## config.mk

```make
export PLATFORM = sky130hd
export DESIGN_NAME = alu_instr_sequencer
export DESIGN_NICKNAME = d
export VERILOG_FILES = /design/src/rtl/cpu_ctrl_pkg.sv /design/src/rtl/reg_sel_decoder.sv /design/src/rtl/alu_instr_sequencer.sv
export SDC_FILE = /design/constraint.sdc
export NUM_CORES = 1
export LEC_CHECK = 0
export ABC_CLOCK_PERIOD_IN_PS = 2300
export CAP_MARGIN = 20
export CELL_PAD_IN_SITES_DETAIL_PLACEMENT = 1
export CELL_PAD_IN_SITES_GLOBAL_PLACEMENT = 1
export CORE_UTILIZATION = 32
export DETAILED_ROUTE_END_ITERATION = 10
export GPL_TIMING_DRIVEN = 0
export PLACE_DENSITY = 0.88
export SLEW_MARGIN = 10
export SYNTH_ARGS = -nofsm -noshare
export SYNTH_HDL_FRONTEND = slang
export SYNTH_SLANG_ARGS = --single-unit
```

## constraint.sdc

```tcl
create_clock -name Clock -period 2.3 [get_ports Clock]
set_clock_uncertainty 0.1 [all_clocks]
set_input_delay 0.46 -clock Clock [delete_from_list [all_inputs] [get_ports Clock]]
set_output_delay 0.46 -clock Clock [all_outputs]
set_load 0.005 [all_outputs]
```

## src/rtl/cpu_ctrl_pkg.sv

```systemverilog
// cpu_ctrl_pkg: shared states, opcodes, IR field positions and opcode classifiers
package cpu_ctrl_pkg;
  typedef enum logic [3:0] {
    S_IDLE, S_T0, S_T1, S_T2, S_T3, S_T4, S_T5, S_T6, S_HALT
  } state_t;
  localparam logic [4:0] OP_ADD  = 5'b00011;
  localparam logic [4:0] OP_SUB  = 5'b00100;
  localparam logic [4:0] OP_SHR  = 5'b00101;
  localparam logic [4:0] OP_SHL  = 5'b00111;
  localparam logic [4:0] OP_ROR  = 5'b01000;
  localparam logic [4:0] OP_ROL  = 5'b01001;
  localparam logic [4:0] OP_AND  = 5'b01010;
  localparam logic [4:0] OP_OR   = 5'b01011;
  localparam logic [4:0] OP_MUL  = 5'b01111;
  localparam logic [4:0] OP_DIV  = 5'b10000;
  localparam logic [4:0] OP_NOP  = 5'b11010;
  localparam logic [4:0] OP_HALT = 5'b11011;
  localparam int OP_HI = 31;
  localparam int OP_LO = 27;
  localparam int RA_HI = 26;
  localparam int RA_LO = 23;
  localparam int RB_HI = 22;
  localparam int RB_LO = 19;
  localparam int RC_HI = 18;
  localparam int RC_LO = 15;
  function automatic logic is_muldiv(input logic [4:0] op);
    return op == OP_MUL || op == OP_DIV;
  endfunction
  function automatic logic is_alu(input logic [4:0] op);
    return op inside {OP_ADD, OP_SUB, OP_SHR, OP_SHL, OP_ROR, OP_ROL, OP_AND, OP_OR} || is_muldiv(op);
  endfunction
endpackage

```

## src/rtl/reg_sel_decoder.sv

```systemverilog
// reg_sel_decoder: 4-bit register field to one-hot select with enable
module reg_sel_decoder #(
  parameter int NREGS = 16
) (
  input  logic [3:0]       sel,
  input  logic             en,
  output logic [NREGS-1:0] onehot
);
  assign onehot = en ? ((NREGS)'(1) << sel) : '0;
endmodule

```

## src/rtl/alu_instr_sequencer.sv

```systemverilog
// alu_instr_sequencer: Moore control FSM for fetch and register-to-register ALU execution
module alu_instr_sequencer
  import cpu_ctrl_pkg::*;
#(
  parameter int NREGS = 16
) (
  input  logic             Clock,
  input  logic             Clear,
  input  logic             Run,
  input  logic [31:0]      IR,
  output logic             PCout,
  output logic             MARin,
  output logic             IncPC,
  output logic             PCin,
  output logic             Read,
  output logic             MDRin,
  output logic             MDRout,
  output logic             IRin,
  output logic             Yin,
  output logic             ZLowIn,
  output logic             ZHighIn,
  output logic             Zlowout,
  output logic             ZHighout,
  output logic             HIin,
  output logic             LOin,
  output logic [NREGS-1:0] Rin,
  output logic [NREGS-1:0] Rout,
  output logic [4:0]       alu_op,
  output logic             Halted,
  output logic             Busy
);
  state_t state, nxt, eoi;
  logic [4:0] op;
  logic [3:0] ra, rb, rc;
  logic md, unused_ir;
  logic [NREGS-1:0] rin_d, rout_d;
  assign op = IR[OP_HI:OP_LO];
  assign ra = IR[RA_HI:RA_LO];
  assign rb = IR[RB_HI:RB_LO];
  assign rc = IR[RC_HI:RC_LO];
  assign unused_ir = ^IR[RC_LO-1:0];
  assign md = is_muldiv(op);
  assign eoi = Run ? S_T0 : S_IDLE;
  // next-state decode; Run only matters in IDLE and at end of instruction
  always_comb begin
    nxt = S_IDLE;
    case (state)
      S_IDLE: nxt = Run ? S_T0 : S_IDLE;
      S_T0:   nxt = S_T1;
      S_T1:   nxt = S_T2;
      S_T2:   nxt = S_T3;
      S_T3:   nxt = is_alu(op) ? S_T4 : (op == OP_HALT ? S_HALT : eoi);
      S_T4:   nxt = S_T5;
      S_T5:   nxt = md ? S_T6 : eoi;
      S_T6:   nxt = eoi;
      S_HALT: nxt = S_HALT;
      default: nxt = S_IDLE;
    endcase
  end
  reg_sel_decoder #(.NREGS(NREGS)) u_rin (
    .sel(ra),
    .en(nxt == S_T5 && !md),
    .onehot(rin_d)
  );
  reg_sel_decoder #(.NREGS(NREGS)) u_rout (
    .sel(nxt == S_T3 ? rb : rc),
    .en(nxt == S_T3 || nxt == S_T4),
    .onehot(rout_d)
  );
  // state register plus strobes decoded from the next state, so each is high for its whole state
  always_ff @(posedge Clock or negedge Clear) begin
    if (!Clear) begin
      state    <= S_IDLE;
      PCout    <= 1'b0;
      MARin    <= 1'b0;
      IncPC    <= 1'b0;
      PCin     <= 1'b0;
      Read     <= 1'b0;
      MDRin    <= 1'b0;
      MDRout   <= 1'b0;
      IRin     <= 1'b0;
      Yin      <= 1'b0;
      ZLowIn   <= 1'b0;
      ZHighIn  <= 1'b0;
      Zlowout  <= 1'b0;
      ZHighout <= 1'b0;
      HIin     <= 1'b0;
      LOin     <= 1'b0;
      Rin      <= '0;
      Rout     <= '0;
      alu_op   <= '0;
      Halted   <= 1'b0;
      Busy     <= 1'b0;
    end else begin
      state    <= nxt;
      PCout    <= nxt == S_T0;
      MARin    <= nxt == S_T0;
      IncPC    <= nxt == S_T0;
      PCin     <= nxt == S_T1;
      Read     <= nxt == S_T1;
      MDRin    <= nxt == S_T1;
      MDRout   <= nxt == S_T2;
      IRin     <= nxt == S_T2;
      Yin      <= nxt == S_T3;
      ZLowIn   <= nxt == S_T0 || nxt == S_T4;
      ZHighIn  <= nxt == S_T4 && md;
      Zlowout  <= nxt == S_T1 || nxt == S_T5;
      ZHighout <= nxt == S_T6;
      HIin     <= nxt == S_T6;
      LOin     <= nxt == S_T5 && md;
      Rin      <= rin_d;
      Rout     <= rout_d;
      alu_op   <= nxt == S_T4 ? op : 5'd0;
      Halted   <= nxt == S_HALT;
      Busy     <= nxt != S_IDLE && nxt != S_HALT;
    end
  end
endmodule

```

==> metrics.txt, run 1 <==
outcome=finished, final reports clean; setup TNS=0 ps; Max Cap Viol=0; Worst EP required=2420 ps; post-synthesis sequential area ratio=61.7%; Cells after Synth=179; ANT nets after route=0; clk slew on worst S/H paths=100 ps; met3 GRT Util=3.58%; share of cells above drive strength 1=13.4%; worst-path fanout max=7; Via Count=1,644; Slew Limit Fails=0; Hold Vio Cnt, Final=0; largest net degree at the start of global routing=37; detailed-router iteration count before antenna repair=4; Vias/cell=4.85; register area=0.00130 mm2; CTS H-tree depth=2; die height=83.2 um; PortBufs=73; Switching Fraction=29.6%; Multi-input gate area=712 um2; die area=0.00692 mm2; Flop pwr share=43.2%; clock power share=25.6%; Worst-Margin Slew=555 ps; Max transition margin=62.9%; hpwl dp=3960 um; worst min path class=in2async; Initial Util=33.2%; Worst VDD drop=293 uV; Synth area leader=dfrtp_1; Final setup viols=0; Final nets=296; Crit Path Class=in2reg; GR Util met1=19.3%; Fillers=691; gr busiest metal=met2; Int Pwr=1.76 mW; drc violations=0; number of flops mapped to enable cells by yosys=0; area grow syn2layout=45.9%; critical path startpoint category=input port; fmax=0.476 GHz; power per cell area=813 mW/mm2; Final min period=2100 ps; Comb pwr share=31.2%; Global Route Usage Sum=15.7%; top cells by area, synth=dfrtp_1 62%, a21oi_1 4.3%, nor2_1 3.7%; CTS tree=yes; Post-synth ARST share=100%; first-iteration detailed-routing DRC count=21; Worst Path Arrival=2220 ps; synthesized flop and latch total=52; Longest Clk Path Bufs=2; core area=0.00635 mm2; synth warn=0; fin crit share=91.3%; Synth top area share=61.7%; gpl congestion=0.772; switching pwr=0.741 mW; synthesized area=0.00211 mm2; final antenna diode count=0; met2 Usage GRT=27.6%; Leakage Power=1.32 nW; vias in the first global route=1,750; Worst Setup SP=IR[29]; first-pass GRT wire length=8690 um; routed wire length=5150 um; clock root cell=clkbuf_8; Remaining Overflow, GRT=0; clk_lat worst skew=310 ps; unrepaired setup endpoints after global routing=false; Reg-to-Reg Start=state[2]$_DFF_PN0_; CTS sink count=52; prevailing post-synth register cell=dfrtp_1; Num CTS Buffers=5; Distinct cells, synth=44; Cell Rows=29; CP endpoint kind=register; CTS resizes=0; Syn Area/Cell=11.8 um2; DR WL/cell=15.2 um; IO Pins=89; Hold Worst Slack=505 ps; initial antenna violation count=0; Die W=83.2 um; syn_nets=214
==> critical path: stages <==
cell             delay (ps)
clkdlybuf4s50_1         500
or2b_1                  270
a21oi_1                 460
o2111ai_1               290
a21oi_1                 240
==> Yosys cell counts, drive strengths merged (3+ instances only) <==
master  count
o21ai       3
and2        4
o21a        4
buf        10
inv         5
nor2       22
a21oi      19
nand3       3
dfrtp      52
or2b        4
nand2       5
nor3       13
a31oi       5
nand3b      3
nand2b      4
==> per-stage QoR <==
| step | util, % | std cells | instance area (um2) | power, mW | setup slack [ps] |
|---|---|---|---|---|---|
| global placement | 46.2 | 329 | 2940 | 1.84 | -795 |
| finish | 48.4 | 339 | 3080 | 2.50 | 200 |
| floorplan | - | 179 | 2110 | 1.49 | 623 |
| CTS | 48.4 | 339 | 3080 | 2.53 | 203 |
| detailed placement | 46.5 | 330 | 2950 | 1.88 | -109 |
| global route | 48.4 | 339 | 3080 | 2.63 | 18.3 |
==> routing by layer <==
| layer | share of wire (%) | up-vias |
|---|---|---|
| met5 | 0 | - |
| met4 | 1.0 | 0 |
| met3 | 4.9 | 6 |
| met2 | 50 | 56 |
| met1 | 44 | 799 |
| li1 | - | 783 |
==> cells in the final DEF (no fill, tap or decap), drive strengths merged, types with 2 or more instances in the layout <==
cell           instances
a21oi                 19
a31oi                  5
and2                   4
buf                   12
clkbuf                 5
clkdlybuf4s50         72
dfrtp                 52
inv                    6
nand2                  5
nand2b                 4
nand3                  3
nand3b                 3
nand4b                 2
nor2                  22
nor3                  13
nor3b                  2
o2111ai                2
o211ai                 2
o21a                   4
o21ai                  3
or2                    2
or2b                   4
or3b                   2
or4                    2
==> repair_timing <==
action,in CTS,in global routing
setup buffers,0,0
endpoints found under the hold margin,16,0
hold buffers,1,0
==> worst paths after layout <==
check	end	slack, ps	depth (start not counted)
hold / removal	Rout[8]$_DFF_PN0_	510	2
setup / recovery	Rout[14]$_DFF_PN0_	200	5
setup reg to reg	Rout[15]$_DFF_PN0_	470	7
max in group asynchronous	Rout[14]$_DFF_PN0_	1060	3
hold reg to reg	MDRin$_DFF_PN0_	510	2
min in group Clock	MDRin$_DFF_PN0_	510	2
==> final cells by class <==
class / count / area share (%)
plain buffers: 10 / 2.48
inverters: 5 / 0.610
clock inverters: 3 / 1.51
clock buffers: 5 / 2.24
well taps: 77 / 3.13
multi-input cells: 112 / 23.1
repair buffers: 75 / 24.6
flip-flops and latches: 52 / 42.3
==> power by group through the flow <==
stage,clock network (mW),logic [mW],registers (mW)
floorplan,0,0.403,1.09
global placement,0,0.745,1.09
detailed placement,0,0.785,1.10
CTS,0.659,0.791,1.08
global route,0.689,0.853,1.09
finish,0.639,0.780,1.08
==> sequential cells by signal, indices dropped and copies added (netlist names), 4 cells and up <==
name	flops
Rin	16
state	4
alu_op	5
Rout	16
==> kinds of logic after synthesis <==
| family | count (synthesis) | share of synthesized area, % |
|---|---|---|
| AO/OA/AOI/OAI | 40 | 13.2 |
| AND/OR/NAND/NOR | 72 | 20.5 |
| flip-flops | 52 | 61.7 |
| buffers and inverters | 15 | 4.51 |
No activity file was read; power rests on OpenSTA's default activity.
==> run 2, diff against run 1 <==
ABC_CLOCK_PERIOD_IN_PS = default   (was 2300)
clock period = 2 ns   (was 2.3 ns; I/O delays follow)
==> metrics.txt, run 2 (synthesis gave the netlist of run 1 again) <==
die area=0.00692 mm2; Final min period=1970 ps; Vias/cell=4.86; Worst path slowest cell=clkdlybuf4s50_1; clk_lat worst skew=300 ps; core area=0.00635 mm2; final antenna diode count=0; PortBufs=73; Max Cap Viol=0; initial antenna violation count=0; drc violations=0; DR WL/cell=15.3 um; register area=0.00130 mm2; Initial Util=33.2%; power per cell area=928 mW/mm2; Switching Fraction=29.8%; Die W=83.2 um; final std cells w/o fill=339; CTS tree=yes; unrepaired setup endpoints after global routing=true; Flop pwr share=43.1%; Max transition margin=64.4%; die height=83.2 um; clock power share=25.4%; first-pass GRT wire length=8690 um; Cell Rows=29; CTS sink count=52; area grow syn2layout=47.2%; share of cells above drive strength 1=15.3%; Final nets=296; worst-path fanout max=4; worst min path class=in2reg; Leakage Power=1.34 nW; CP endpoint kind=register; Final setup viols=0; detailed-router iteration count before antenna repair=4; Remaining Overflow, GRT=0; critical path startpoint category=input port; routed wire length=5180 um; hpwl dp=3960 um; buffer and inverter count on the worst path=1; switching pwr=0.857 mW; ANT nets after route=0; largest net degree at the start of global routing=37; CTS H-tree depth=2; Hold Vio Cnt, Final=0; first-iteration detailed-routing DRC count=27; Global Route Usage Sum=15.7%; Via Count=1,648; Comb pwr share=31.4%; Int Pwr=2.02 mW; setup TNS=0 ps; Slew Limit Fails=0; Post-CTS Setup Repair Bufs=0; crit-path cells=clkdlybuf4s50_1, or2_1, o32ai_1, a221o_1, or3b_1; Multi-input gate area=736 um2; Worst Path Arrival=2060 ps; clk slew on worst S/H paths=100 ps; Num CTS Buffers=5; Worst VDD drop=338 uV; IO Pins=89; slowest stage delay, CP=520 ps; Longest Clk Path Bufs=2; clock root cell=clkbuf_8; Worst-Margin Slew=532 ps; Placed Instances=330; Top Registers=Rin (16), Rout (16), alu_op (5); most frequent cells in the layout=70 x clkdlybuf4s50_1, 52 x dfrtp_1, 21 x nor2_1; vias in the first global route=1,750; Worst EP required=2090 ps; fin crit share=98.6%; gpl congestion=0.772; Worst path top cell family by delay=simple AND/OR/NAND/NOR gates; Crit Path Class=in2reg; fmax=0.507 GHz; most common cell after layout, fill and taps aside=clkdlybuf4s50_1; outcome=finished, final reports clean; Fillers=694
run 2: final timing paths:
check / startpoint / to / slack, ps / cells after the start
max: IR[28] / Busy$_DFF_PN0_ / 30 / 5
min: IR[29] / alu_op[2]$_DFF_PN0_ / 370 / 2
max reg2reg: state[1]$_DFF_PN0_ / Rout[2]$_DFF_PN0_ / 160 / 5
min reg2reg: state[2]$_DFF_PN0_ / MDRin$_DFF_PN0_ / 510 / 2
max in group asynchronous: Clear / Rout[14]$_DFF_PN0_ / 820 / 3
min in group asynchronous: Clear / Rout[8]$_DFF_PN0_ / 450 / 2
run 2: power by group through the flow:
| stage | Combinational, mW | Sequential [mW] | Clock [mW] |
|---|---|---|---|
| floorplan | 0.464 | 1.26 | 0 |
| global route | 0.989 | 1.26 | 0.792 |
| detailed placement | 0.903 | 1.26 | 0 |
| global placement | 0.857 | 1.26 | 0 |
| CTS | 0.910 | 1.24 | 0.758 |
| finish | 0.906 | 1.24 | 0.732 |
run 2: layer usage:
| layer | global-route usage (%) | routed length [um] |
|---|---|---|
| met1 | 19.3 | 2280 |
| met2 | 27.6 | 2590 |
| met3 | 3.58 | 253 |
| met4 | 4.39 | 53 |
| met5 | 0 | 0 |
run 2: per-stage QoR:
| step | hold WS [ps] | util [%] | worst slack [ps] | instance area, um2 | power, mW |
|---|---|---|---|---|---|
| 5_1_grt | 397 | 48.9 | -46.3 | 3100 | 3.04 |
| 3_5_place_dp | 262 | 46.5 | -349 | 2950 | 2.17 |
| 4_1_cts | 452 | 48.5 | 16.5 | 3080 | 2.91 |
| 3_3_place_gp | 475 | 46.2 | -1030 | 2940 | 2.11 |
| 2_1_floorplan | 4.41 | - | 383 | 2110 | 1.72 |
| 6_report | 368 | 48.9 | 28.3 | 3100 | 2.88 |
run 2: what timing repair did:
action | 4_1_cts | 5_1_grt
gates resized for setup | 1 | 6
pin swaps | 0 | 4
setup endpoints to repair | 7 | 13
hold buffers | 1 | 0
hold endpoints to repair | 16 | 0
run 2: final cells by class:
type / instances / area share, %
Buffer: 10 / 2.46
Clock buffer: 5 / 2.22
Clock inverter: 3 / 1.49
Inverter: 5 / 0.605
Multi-Input combinational cell: 112 / 23.7
Sequential cell: 52 / 41.9
Tap cell: 77 / 3.10
Timing Repair Buffer: 75 / 24.5
==> run 3, diff against run 2 <==
CTS_BUF_LIST = sky130_fd_sc_hd__clkbuf_16   (was default)
==> metrics.txt, run 3 (synthesis gave the netlist of run 1 again) <==
first-pass GRT wire length=8840 um; Longest Clk Path Bufs=2; final antenna diode count=0; Crit path depth=5; Worst path top cell family by delay=simple AND/OR/NAND/NOR gates; fmax=0.520 GHz; Num CTS Buffers=5; Post-Place Cell Area=0.00295 mm2; Cell Rows=29; die area=0.00692 mm2; gr busiest metal=met2; Worst Path Arrival=1980 ps; Max transition margin=69.3%; Die W=83.2 um; Slew Limit Fails=0; die height=83.2 um; IO Pins=89; Top Registers=Rin (16), Rout (16), alu_op (5); Post-CTS Setup Repair Bufs=0; Vias/cell=4.89; ANT nets after route=0; Layout Utilization=50.2%; routed wire length=5260 um; Fillers=679; worst-path fanout max=4; Crit Path Class=in2reg; hold depth=2; drc violations=0; Placement Setup Slack=-349 ps; Via Count=1,658; first-iteration detailed-routing DRC count=22; gpl congestion=0.772; Worst EP required=2060 ps; worst setup margin=77.3 ps; detailed-router iteration count before antenna repair=4; share of cells above drive strength 1=16.8%; initial antenna violation count=0; Leakage Power=1.38 nW; critical path startpoint category=input port; Max Cap Viol=0; Remaining Overflow, GRT=0; power per cell area=984 mW/mm2; fin area=0.00319 mm2; outcome=finished, final reports clean; most common cell after layout, fill and taps aside=clkdlybuf4s50_1; met2 Usage GRT=28.2%; fin crit share=96.1%; CTS H-tree depth=2; Hold Worst Slack=394 ps; buffer and inverter count on the worst path=1; worst min path class=in2reg; Worst path slowest cell=clkdlybuf4s50_1; DR WL/cell=15.5 um; hpwl dp=3960 um; setup TNS=0 ps; Final setup viols=0; CP endpoint kind=register; CTS sink count=52; Final min period=1920 ps; Final nets=296; vias in the first global route=1,763; crit-path cells=clkdlybuf4s50_1, or2_4, o32ai_2, a221o_1, or3b_1; core area=0.00635 mm2; PortBufs=73; Global Route Usage Sum=15.9%; r2r setup slk=100 ps; met3 GRT Util=3.68%; clock root cell=clkbuf_16; Hold Vio Cnt, Final=0; largest net degree at the start of global routing=37; GR Util met1=19.3%; area grow syn2layout=51.2%; FF-to-FF path depth=7; CTS tree=yes; clk slew on worst S/H paths=70 ps; Initial Util=33.2%; most frequent cells in the layout=69 x clkdlybuf4s50_1, 52 x dfrtp_1, 21 x nor2_1; slowest stage delay, CP=540 ps; Worst-Margin Slew=458 ps; clk_lat worst skew=290 ps; Worst VDD drop=539 uV
## run 3: cell count changes in the layout (fill, tap and decap cells not counted), sizes merged
cell / delta
dlymetal6s2s: +1
clkdlybuf4s50: -1
## run 3: layer usage
metal,wire (um),up-vias
li1,-,786
met4,71,0
met1,2240,807
met3,238,9
met2,2710,56
met5,0,-
## run 3: worst register-to-register path, delay by kind of cell, from the launching register on
family	cells	cell delay [ps]
AO/OA/AOI/OAI	2	380
flip-flops	1	370
buffers and inverters	3	540
AND/OR/NAND/NOR	2	400
## run 3: area by class of cell
type / instances / area, um2 / area share (%)
Timing Repair Buffer: 75 / 763 / 23.9
Multi-Input combinational cell: 112 / 759 / 23.8
Sequential cell: 52 / 1300 / 40.8
Buffer: 10 / 76.3 / 2.39
Inverter: 5 / 18.8 / 0.589
Clock buffer: 5 / 125 / 3.93
Tap cell: 77 / 96.3 / 3.02
Clock inverter: 3 / 46.3 / 1.45
## run 3: repair_timing
item	4_1_cts	5_1_grt
hold endpoints to repair	16	0
gates cloned	0	0
setup endpoints to repair	12	20
resized for setup	2	11
pin swaps	0	3
hold buffers	1	0
## run 3: report_power, final
group          internal [mW]  total [mW]  switching [mW]
combinational          0.489       0.921           0.432
sequential              1.16        1.24          0.0836
clock                  0.595       0.972           0.377
total                   2.24        3.14           0.893
## run 3: final timing paths
path,from,end
min in group asynchronous,Clear,Rout[8]$_DFF_PN0_
hold / removal,IR[29],alu_op[2]$_DFF_PN0_
max in group asynchronous,Clear,Rout[4]$_DFF_PN0_
setup reg to reg,state[2]$_DFF_PN0_,Rout[13]$_DFF_PN0_
hold reg to reg,state[3]$_DFF_PN0_,MDRin$_DFF_PN0_
setup / recovery,IR[28],Busy$_DFF_PN0_
## run 3: stage by stage
stage / total power [mW] / std cells
6_report: 3.14 / 339
5_1_grt: 3.30 / 339
4_1_cts: 3.17 / 339
3_5_place_dp: 2.17 / 330
3_3_place_gp: 2.11 / 329
2_1_floorplan: 1.72 / 179
==> patch: new RTL, flow settings as in run 2 <==
Register the output `Halted` once more, without a reset; this adds one clock of latency there. The other outputs are not delayed to match.
--- a/src/rtl/alu_instr_sequencer.sv
+++ b/src/rtl/alu_instr_sequencer.sv
@@ -31,2 +31,4 @@
 );
+
+  logic Halted_s0;
   state_t state, nxt, eoi;
@@ -91,3 +93,3 @@
       alu_op   <= '0;
-      Halted   <= 1'b0;
+      Halted_s0 <= 1'b0;
       Busy     <= 1'b0;
@@ -113,3 +115,3 @@
       alu_op   <= nxt == S_T4 ? op : 5'd0;
-      Halted   <= nxt == S_HALT;
+      Halted_s0 <= nxt == S_HALT;
       Busy     <= nxt != S_IDLE && nxt != S_HALT;
@@ -117,2 +119,6 @@
   end
+  always_ff @(posedge Clock) begin
+    Halted <= Halted_s0;
+  end
+
 endmodule
Formal check against the unedited RTL: not equivalent (a bounded check fails within 10 cycles, from zero or initial values).
==> patch against run 2 <==
Fmax rose by 2.3%; area after synthesis rose by 0.95%; routed wire length rose by 4.3%; sequential cell count rose by 1; setup slack improved by 0.044 ns; critical path type unchanged; utilization fell by 0.10 points; total power rose by 0.93%; final area rose by 0.36%; largest cell class unchanged.
==> patch: results (changes against run 2) <==
Parameter                              Value

Hold path
  Worst hold path depth    0 (-2)
  Hold Path Origin    Halted_s0
  Class of the most critical hold timing path    flip-flop to flip-flop
  Worst min-delay path endpoint    Halted

Routing
  DR pass1 iterations    4 (unchanged)
  Number of DRC violations after detailed-routing iteration 0    61 (+130%)
  WL met1    2260 um (-0.79%)
  Wire length per cell    15.9 um (+4.0%)
  Vias after detailed routing    1706 (+3.5%)
  Sum of met3 wire segment lengths after detailed routing    301 um (+19%)
  Max layer used    met4
  Total length of routed met2 wires    2770 um (+6.8%)

Power and ir drop
  Worst supply voltage drop on vdd    0.000406 V (+20%)
  Leak Pwr    1.36 nW (+1.7%)

Setup path
  Capturing point of the worst reg2reg path    Rout[5]
  Arrival @ worst endpoint    2.02 ns (-0.04 ns)
  FF-to-FF Start    state[2]
  FF-to-FF path depth    7 (+2)
  First element of the critical path    IR[28]
  R2R setup slack    0.15 ns

Global routing
  First-pass GRT wire length    8980 um (+3.3%)
  Vias in the first global route    1784 (+1.9%)
  Pin count of the biggest net entering global routing    40 (+8.1%)
  Initial antenna violation count    0 (unchanged)
  Overall fraction of global-route tracks in use    16.4% (+0.69 points)

CTS
  Buffers inserted during post-CTS setup optimization    0 (unchanged)
  Depth of the CTS H-tree    2 (unchanged)
  CTS root buffer    clkbuf_8
  Clock insertion delay at the later pin of the skew report    0.30 ns (about the same)
  Worst-case clock buffer depth    2 (unchanged)
  Number of CTS-inserted buffers    5 (unchanged)
  Clock-pin slew on the worst setup and hold paths    0.10 ns (about the same)

Final layout
  Layout cells sized above 1    14.1% (-1.2 points)
  ANT cells    0 (unchanged)
  Registers with the most flip-flops    Rin x16, Rout x16, alu_op x5
  Fillers    699 (+0.72%)
  Final Net Count    297 (+0.34%)
  Number of standard cells in the layout, taps in and fillers out    340 (+0.29%)

Synth
  Multiplexer fraction of the synthesized cell area    0% (unchanged)
  Adder-cell share of the synthesized area    0% (unchanged)
  Complex-gate fraction of the synthesized area    13.1% (-0.12 points)
  Netlist cell types    45 (+2.3%)
  Sequential share of the synthesized area    62.1% (+0.36 points)
  List of most frequent post-synthesis cells    52 x dfrtp_1, 21 x nor2_1, 18 x a21oi_1
  Largest cells by area after synthesis    dfrtp_1 61%, a21oi_1 4.2%, nor2_1 3.7%
  Proportion of register bits with asynchronous set or reset after synthesis    98.1% (-1.9 points)
  Synthesized instance count    180 (+0.56%)
  Synthesized-area fraction occupied by xor and xnor cells    0% (unchanged)
  Net count after synthesis    215 (+0.47%)

Placed design
  Standard cell area after detailed placement    2970 um2 (+0.68%)
  Hpwl dp    4140 um (+4.6%)
  Final GP Congestion    0.786 (+1.8%)
  DP Cell Count    331 (+0.30%)
  Port Buf Inserts    73 (unchanged)

Status
  Result of the run    finished clean

STA
  Slew at the pin closest to its max-slew limit    0.472 ns (-0.0604 ns)
==> patch: cell types whose count changed in the layout (fill, tap and decap cells not counted), moves of 2 or more <==
cell,change
a21oi_2,-2
o2111ai_1,+2
a21oi_1,+2
o2111ai_2,-2
==> patch: what timing repair did <==
item,in CTS,in global routing
endpoints found under the setup margin,3,16
gates resized for setup,1,5
hold endpoints to repair,13,0
hold buffers,1,0
pin swaps,0,2
==> patch: cells by family after synthesis <==
family                 after synthesis
AOI/OAI and AO/OA                   40
DFF                                 53
buffers and inverters               15
and+or+nand+nor                     72
==> patch: metrics by stage <==
stage,hold WS (ns),worst slack (ns)
6_report,0.259,0.0726
5_1_grt,0.285,0.0217
4_1_cts,0.263,0.0346
3_5_place_dp,0.229,-0.328
3_3_place_gp,0.232,-1.01
2_1_floorplan,0.00441,0.383
==> patch: per-layer routing <==
layer,up-vias,track usage [%]
met4,0,5.24
li1,787,-
met2,64,28.8
met1,847,19.2
met5,-,0
met3,8,4.95
==> patch: layout make-up <==
type / count / area, um2 / share of cell area, %
flip-flops and latches: 53 / 1320 / 42.4
repair buffers: 75 / 763 / 24.5
multi-input cells: 112 / 723 / 23.2
well taps: 77 / 96.3 / 3.09
plain buffers: 10 / 76.3 / 2.45
clock buffers: 5 / 68.8 / 2.21
clock inverters: 3 / 47.5 / 1.53
inverters: 5 / 18.8 / 0.602
==> patch: where the power goes <==
group	internal (mW)	total, mW	switching (mW)	leakage (nW)
sequential	1.18	1.26	0.0795	0.723
combinational	0.486	0.896	0.410	0.579
clock	0.382	0.751	0.369	0.0591
total	2.05	2.91	0.859	1.36
==> patch: critical path: stages <==
cell and delay (ns):
clkdlybuf4s50_1 0.52, or2_1 0.23, o32ai_2 0.15, a221o_1 0.35
or3b_1 0.37
==> patch: how the worst max path moves through the flow <==
| stage | endpoint | slack (ns) | cells past startpoint |
|---|---|---|---|
| 2_1_floorplan | state[2] | 0.38 | 4 |
| 3_3_place_gp | Rin[11] | -1.01 | 1 |
| 3_5_place_dp | Rout[8] | -0.33 | 5 |
| 4_1_cts | Rout[8] | 0.03 | 5 |
| 5_1_grt | Busy | 0.02 | 5 |
| 6_report | Busy | 0.07 | 5 |
